[src/rtl/fir_ctrl_pkg.sv]
// fir_ctrl_pkg: state encoding and sizing helpers shared by the FIR codec sequencer
package fir_ctrl_pkg;
  typedef enum logic [2:0] {IDLE, READ, FILTER, WAIT_WR, WRITE} state_t;
  localparam int SAMPLE_W = 24;
  function automatic int cnt_w(input int taps);
    return $clog2(taps) + 1;
  endfunction
endpackage

[src/rtl/fir_warmup_counter.sv]
// fir_warmup_counter: saturating filtered-sample counter with warm flag (count >= TAPS-1)
module fir_warmup_counter import fir_ctrl_pkg::*; #(
  parameter int TAPS = 16,
  localparam int CW = cnt_w(TAPS)
) (
  input  logic          clk,
  input  logic          rst,
  input  logic          clr_i,
  input  logic          inc_i,
  output logic [CW-1:0] count_o,
  output logic          warm_o
);
  logic [CW-1:0] count_q, count_d;
  always_comb count_d = clr_i ? '0 : (inc_i && count_q != CW'(TAPS)) ? count_q + CW'(1) : count_q;
  always_ff @(posedge clk) count_q <= rst ? '0 : count_d;
  assign count_o = count_q;
  assign warm_o  = count_q >= CW'(TAPS - 1);
endmodule

[src/rtl/fir_codec_sequencer.sv]
// fir_codec_sequencer: codec read -> filter -> write handshake FSM for two channel filters.
// Build option FIR_WARMUP_MUTE_EN zeroes outputs until the filter window has filled.
module fir_codec_sequencer import fir_ctrl_pkg::*; #(
  parameter int TAPS = 16,
  parameter int WIDTH = SAMPLE_W,
  localparam int CW = cnt_w(TAPS)
) (
  input  logic             clk,
  input  logic             rst,
  input  logic             read_ready,
  input  logic             write_ready,
  input  logic [WIDTH-1:0] readdata_left,
  input  logic [WIDTH-1:0] readdata_right,
  input  logic             bypass,
  input  logic             flush,
  input  logic [WIDTH-1:0] filt_result_left,
  input  logic [WIDTH-1:0] filt_result_right,
  output logic             read,
  output logic             write,
  output logic             filt_en,
  output logic             filt_rst,
  output logic [WIDTH-1:0] filt_data_left,
  output logic [WIDTH-1:0] filt_data_right,
  output logic [WIDTH-1:0] writedata_left,
  output logic [WIDTH-1:0] writedata_right,
  output logic [CW-1:0]    sample_count,
  output logic             busy
);
`ifdef FIR_WARMUP_MUTE_EN
  localparam bit MUTE_EN = 1'b1;
`else
  localparam bit MUTE_EN = 1'b0;
`endif
  state_t state_q, state_d;
  logic [WIDTH-1:0] hold_l_q, hold_r_q, wd_l_q, wd_r_q, wd_l_d, wd_r_d;
  logic byp_q, read_q, write_q, filt_en_q, warm;
  fir_warmup_counter #(.TAPS(TAPS)) u_cnt (
    .clk(clk), .rst(rst), .clr_i(flush), .inc_i(state_q == FILTER),
    .count_o(sample_count), .warm_o(warm)
  );
  always_comb begin
    state_d = IDLE;
    if (!flush)
      case (state_q)
        IDLE:    state_d = read_ready ? READ : IDLE;
        READ:    state_d = FILTER;
        FILTER:  state_d = WAIT_WR;
        WAIT_WR: state_d = write_ready ? WRITE : WAIT_WR;
        default: state_d = IDLE;
      endcase
    wd_l_d = byp_q ? hold_l_q : (MUTE_EN && !warm) ? '0 : filt_result_left;
    wd_r_d = byp_q ? hold_r_q : (MUTE_EN && !warm) ? '0 : filt_result_right;
  end
  // strobes are decoded from the next state so each is high exactly during its state
  always_ff @(posedge clk) begin
    if (rst) begin
      state_q   <= IDLE;
      read_q    <= 1'b0;
      write_q   <= 1'b0;
      filt_en_q <= 1'b0;
      byp_q     <= 1'b0;
      hold_l_q  <= '0;
      hold_r_q  <= '0;
      wd_l_q    <= '0;
      wd_r_q    <= '0;
    end else begin
      state_q   <= state_d;
      read_q    <= state_d == READ;
      write_q   <= state_d == WRITE;
      filt_en_q <= state_d == FILTER;
      if (state_q == READ) begin
        hold_l_q <= readdata_left;
        hold_r_q <= readdata_right;
        byp_q    <= bypass;
      end
      if (state_q == FILTER && !flush) begin
        wd_l_q <= wd_l_d;
        wd_r_q <= wd_r_d;
      end
    end
  end
  assign read            = read_q;
  assign write           = write_q;
  assign filt_en         = filt_en_q;
  assign filt_rst        = rst | flush;
  assign filt_data_left  = hold_l_q;
  assign filt_data_right = hold_r_q;
  assign writedata_left  = wd_l_q;
  assign writedata_right = wd_r_q;
  assign busy            = state_q != IDLE;
endmodule

[config.mk]
export PLATFORM = sky130hd
export DESIGN_NAME = fir_codec_sequencer
export DESIGN_NICKNAME = d
export VERILOG_FILES = /design/src/rtl/fir_ctrl_pkg.sv /design/src/rtl/fir_warmup_counter.sv /design/src/rtl/fir_codec_sequencer.sv
export SDC_FILE = /design/constraint.sdc
export NUM_CORES = 1
export LEC_CHECK = 0
export BUFFER_PORTS_ARGS = -buffer_cell sky130_fd_sc_hd__buf_2
export CAP_MARGIN = 20
export CORE_MARGIN = 2
export CORE_UTILIZATION = 46
export DETAILED_ROUTE_END_ITERATION = 12
export PLACE_DENSITY = 0.77
export SYNTH_ARGS = -nofsm -noshare
export SYNTH_HDL_FRONTEND = slang
export SYNTH_SLANG_ARGS = --single-unit
[constraint.sdc]
create_clock -name clk -period 1.6 [get_ports clk]
set_input_delay 0.08 -clock clk [delete_from_list [all_inputs] [get_ports clk]]
set_output_delay 0.08 -clock clk [all_outputs]
set_load 0.01 [all_outputs]
### Yosys cells after proc, flatten, opt, wreduce, memory -nomap -nowiden

Cells that the tools add are included.
W data, S select, Z words.

* bits in registers: 108
* input bits: 102

* add/subtract/negate cells: 1
* equal/unequal tests: 7
* mux-type cells: 6
* bitwise gates (word level): 1
* reductions and logical operators: 6

Operator list (number)
* $mux W24: 2
* $pmux W3 S4: 1
* $eq A3 B2 Y1 const B: 3
* $eq A3 B1 Y1 const B: 2
* $mux W3: 2
* $add A5 B1 Y5 const B: 1
* $ne A5 B5 Y1 const B: 1
* $eq A3 B3 Y1 const B: 1
* $logic_not A3 Y1: 1
* $reduce_bool A3 Y1: 1
* $logic_and A1 B1 Y1: 2
* $reduce_or A2 Y1: 1
* $logic_not A1 Y1: 1
* $mux W1: 1
* $or A1 B1 Y1: 1

### Logic depth before layout (Yosys ltp)

* depth in word-level cells: 4
* depth in mapped cells: 6
* mapped depth without buffers: 5

### By module

From an unflattened synthesis, not the netlist that was laid out.

* cell total of the unflattened synthesis: 428
* area, all modules: 4649.5 um2

Modules (own cells, without submodules)
* fir_codec_sequencer: times used 1, cells each 395, area each 4365.4 um2, seq. area each 2062.0 um2
* fir_warmup_counter: times used 1, cells each 33, area each 284.0 um2, seq. area each 100.1 um2

### Worst setup path before layout

Ideal clock, no wire load.

* path type: register to register
* start point: register state_q[0]
* end point: register wd_l_q[0] (netlist: writedata_left[0])
* library setup time: 134 ps
* arrival: 1232 ps
* required time: 1466 ps
* setup slack: 234 ps
* stages on the path, launching flop included: 6
* buffers on the path: 3
* period minus slack after synthesis: 1366 ps
* cell sequence: dfxtp_1 > buf_4 > nor4b_4 > buf_2 > buf_2 > a211oi_1

* longest elaborated chain between the ends: 2

RTL lines
* start: declaration: RTL line fir_codec_sequencer.sv:34 `state_t state_q, state_d;`
* start signal: assignment: RTL line fir_codec_sequencer.sv:67 `state_q <= state_d;`
* $eq A3 B2 Y1: RTL line fir_codec_sequencer.sv:76 `if (state_q == FILTER && !flush) begin`
* $logic_and A1 B1 Y1: RTL line fir_codec_sequencer.sv:76
* end signal: assignment: RTL line fir_codec_sequencer.sv:77 `wd_l_q <= wd_l_d;`
* end: declaration: RTL line fir_codec_sequencer.sv:35 `logic [WIDTH-1:0] hold_l_q, hold_r_q, wd_l_q, wd_r_q, wd_l_d, wd_r_d;`

Every way passes these cells.
A chain may end at the register's enable or synchronous reset.

### Worst setup path in the final report

* start point: register state_q[0]
* end point: output port busy

* longest elaborated chain between the ends: 1

RTL lines
* $reduce_bool A3 Y1: RTL line fir_codec_sequencer.sv:90 `assign busy = state_q != IDLE;`
* end: declaration: RTL line fir_codec_sequencer.sv:27 `output logic busy`

Every way passes these cells.

==> flow_summary.ini <==
[cells_and_area]
final_net_count = 830
antenna-diode-count = 0
cell_count_final_fillers_out = 841
final_core_util_pct = 67.5
drive_gt1_share_pct = 33.0
synthToLayoutAreaGrowth_pct = 44.3

[setup_path]
setup.worst_path.class = reg2out
critical_path.endpoint = busy
crit_path_max_fanout = 8
data_arrival_critical_path_ns = 1.41
worstRegToRegCells = 5
worstSetupStartpointType = flop
worst_ep_required_time_ns = 1.52
timing.rr.end = writedata_left[20]
launch_point_of_the_worst_reg_to_reg_path = state_q[2]
setup.reg_to_reg.worst_slack_ns = 0.11
worstSetupEndpointType = primary output
startpoint = state_q[0]

[sta]
finalSetupViolCount = 0
timing.setup.tns_ns = 0
max_slew_margin_pct = 67.3
post-route-min-period_ns = 1.49
finClkSkew_ns = 0.0112
fmax_ghz = 0.669
worst_pin_slew_ns = 0.491
fin_crit_sh_pct = 93.4
final-max-slew-violation-count = 0
report.final.hold_viol_count = 0
setup_repair_after_global_routing_missed_its_margin = false

[logic_synthesis]
post_synth_inst_count = 483
yosys_register_bits = 108
synth_warnings = 0
synth_largest_type_area_fraction_pct = 50.7
yosysSeqAreaShare_pct = 50.7
synthDistinctLibCells = 20
postSynthAreaPerCell_um2 = 8.82
netlist_area_mm2 = 0.00426
synth.area.top_cells = sky130_fd_sc_hd__dfxtp_1 51%, sky130_fd_sc_hd__mux2i_1 12%, sky130_fd_sc_hd__nand2_1 9.5%
syn_nets = 587
synth_area_leader_cell = sky130_fd_sc_hd__dfxtp_1

[clock_tree]
cts-htree-levels = 3
clk_pin_slew_ns = 0.10
worstSkewPairLatency_ns = 0.36
cts_max_path_buffers = 2
tritoncts = done
cts_made_buffers = 9
cts.sink_count = 108
cts_root_buffer = sky130_fd_sc_hd__clkbuf_8

[die]
ports = 208
placement_rows = 35
die-width_um = 100
die-area_mm2 = 0.0100
die_h_um = 100
start_util_pct = 46.8
coreArea_mm2 = 0.00911

[global_route]
grt_start_max_net_pins = 57
groute.layer.met2.usage_pct = 40.5
grt.met3_usage_pct = 6.20
gr_util_all_layers_pct = 23.3
grt_use_met1_pct = 27.5
grt_most_used_layer = met2
first_pass_grt_wire_length_um = 18900
gr-total-overflow = 0
first_global_vias = 4125
antenna_found_initial = 0

[pwr]
leakage_uw = 0.00264
totalPowerFinal_uw = 5110
irDropWorstVdd_uv = 522
power.density_mw_per_mm2 = 832

[outcome]
outcome = completed

[routing]
drt-pass1-iter-count = 4
drtAntennaViolNets = 0
detailroute.via_count = 4311
totalWireLength_um = 11800
avgViaCountPerCell = 5.13
routedWlPerCell_um = 14.0
drt_iter0_drc = 114
remaining_drc_errors = 0

[worst_hold_path]
holdCritPathClass = in2reg

[placement]
dp_hpwl_um = 7930
numPlacedInstances = 774
io_buffer_count = 207
globalplace.congestion = 0.765

[run]
maximum_capacitance_violations = 0
-- cells by family after synthesis --
logic type               after synthesis  synth area share, %
multiplexers                          51                 12.0
adder cells (fa/ha/maj)                2                0.587
AND/OR/NAND/NOR                      178                 17.3
flip-flops                           108                 50.7
AO/OA/AOI/OAI                        102                 15.0
buffers and inverters                 42                 4.35
-- registers in the layout, summed over array words and instances (netlist names) --
register and count:
writedata_left 24, state_q 3, read 1, u_cnt.count_o 5
filt_data_right 24, write 1, filt_data_left 24, filt_en 1
writedata_right 24, byp_q 1
-- synthesized netlist by cell type --
cell,n
sky130_fd_sc_hd__nor2b_1,1
sky130_fd_sc_hd__nand3_1,2
sky130_fd_sc_hd__ha_1,2
sky130_fd_sc_hd__mux2i_1,51
sky130_fd_sc_hd__nor3b_1,3
sky130_fd_sc_hd__or3b_1,1
sky130_fd_sc_hd__dfxtp_1,108
sky130_fd_sc_hd__inv_1,3
sky130_fd_sc_hd__o211ai_1,2
sky130_fd_sc_hd__a211oi_1,48
sky130_fd_sc_hd__o31ai_1,2
sky130_fd_sc_hd__buf_4,3
sky130_fd_sc_hd__nor4b_4,1
sky130_fd_sc_hd__nor2_1,55
sky130_fd_sc_hd__nand2_1,108
sky130_fd_sc_hd__buf_2,13
sky130_fd_sc_hd__clkbuf_1,23
sky130_fd_sc_hd__a21oi_1,50
sky130_fd_sc_hd__nand4bb_1,2
sky130_fd_sc_hd__or3_1,5
-- final cells by class --
cell class	instances	area [µm²]
Tap cell	111	139
Multi-Input combinational cell	333	1930
Sequential cell	108	2160
Timing Repair Buffer	271	1710
Clock buffer	9	124
Inverter	3	11.3
Clock inverter	6	75.1
Fill cell	723	2960
-- repair_timing --
action,CTS,global route
hold buffers,51,0
endpoints found under the hold margin,54,0
setup buffers,0,1
resized for setup,0,2
setup endpoints to repair,0,2
-- placed cells by master, fill, tap and decap left out, drive strengths merged --
master | synthesis | routed
o211ai | 2 | 2
or3 | 5 | 5
clkbuf | 23 | 9
bufinv | 0 | 1
nand3 | 2 | 2
o31ai | 2 | 2
a21oi | 50 | 50
nand2 | 108 | 108
inv | 3 | 4
nor4b | 1 | 1
nor2 | 55 | 55
ha | 2 | 2
buf | 16 | 220
a211oi | 48 | 48
or3b | 1 | 1
dfxtp | 108 | 108
dlygate4sd3 | 0 | 51
clkinv | 0 | 3
nor2b | 1 | 1
nand4bb | 2 | 2
nor3b | 3 | 3
clkinvlp | 0 | 1
mux2i | 51 | 51
-- metrics by stage --
| step | worst slack (ns) | hold slack (ns) | cell area (µm²) |
|---|---|---|---|
| 2_1_floorplan | 0.234 | 0.194 | 4260 |
| 5_1_grt | 0.00169 | 0.0331 | 6150 |
| 4_1_cts | 0.0378 | 0.00997 | 6130 |
| 3_5_place_dp | 0.127 | 0.317 | 5420 |
| 3_3_place_gp | 0.233 | 0.313 | 5420 |
| 6_report | 0.106 | 0.0318 | 6150 |
-- worst min path at each step --
| stage | slack, ns | startpoint | cells past startpoint | endpoint |
|---|---|---|---|---|
| 4_1_cts | 0.01 | write_ready | 3 | state_q[2] |
| 6_report | 0.03 | write_ready | 3 | state_q[2] |
| 3_3_place_gp | 0.31 | read_ready | 3 | read |
| 5_1_grt | 0.03 | filt_result_right[13] | 3 | writedata_right[13] |
| 2_1_floorplan | 0.19 | read_ready | 2 | read |
| 3_5_place_dp | 0.32 | read_ready | 3 | read |
-- critical path, stage by stage (launching register included) --
cell and delay [ns]:
sky130_fd_sc_hd__dfxtp_1 0.35, sky130_fd_sc_hd__buf_4 0.17, sky130_fd_sc_hd__or3_1 0.38, sky130_fd_sc_hd__buf_2 0.16
-- layer usage --
metal,share of wire (%),up-vias
li1,-,2132
met1,41,1992
met2,50,159
met3,6.3,28
met4,2.7,0
met5,0,-
-- power breakdown --
| group | switching, µW | internal [µW] | total, µW | leakage (µW) |
|---|---|---|---|---|
| combinational | 303 | 333 | 637 | 0.00167 |
| sequential | 47.0 | 2760 | 2800 | 0.000875 |
| clock | 940 | 735 | 1680 | 0.0000974 |
| total | 1290 | 3820 | 5110 | 0.00264 |
Note: power is estimated with default switching activity, not from simulation.
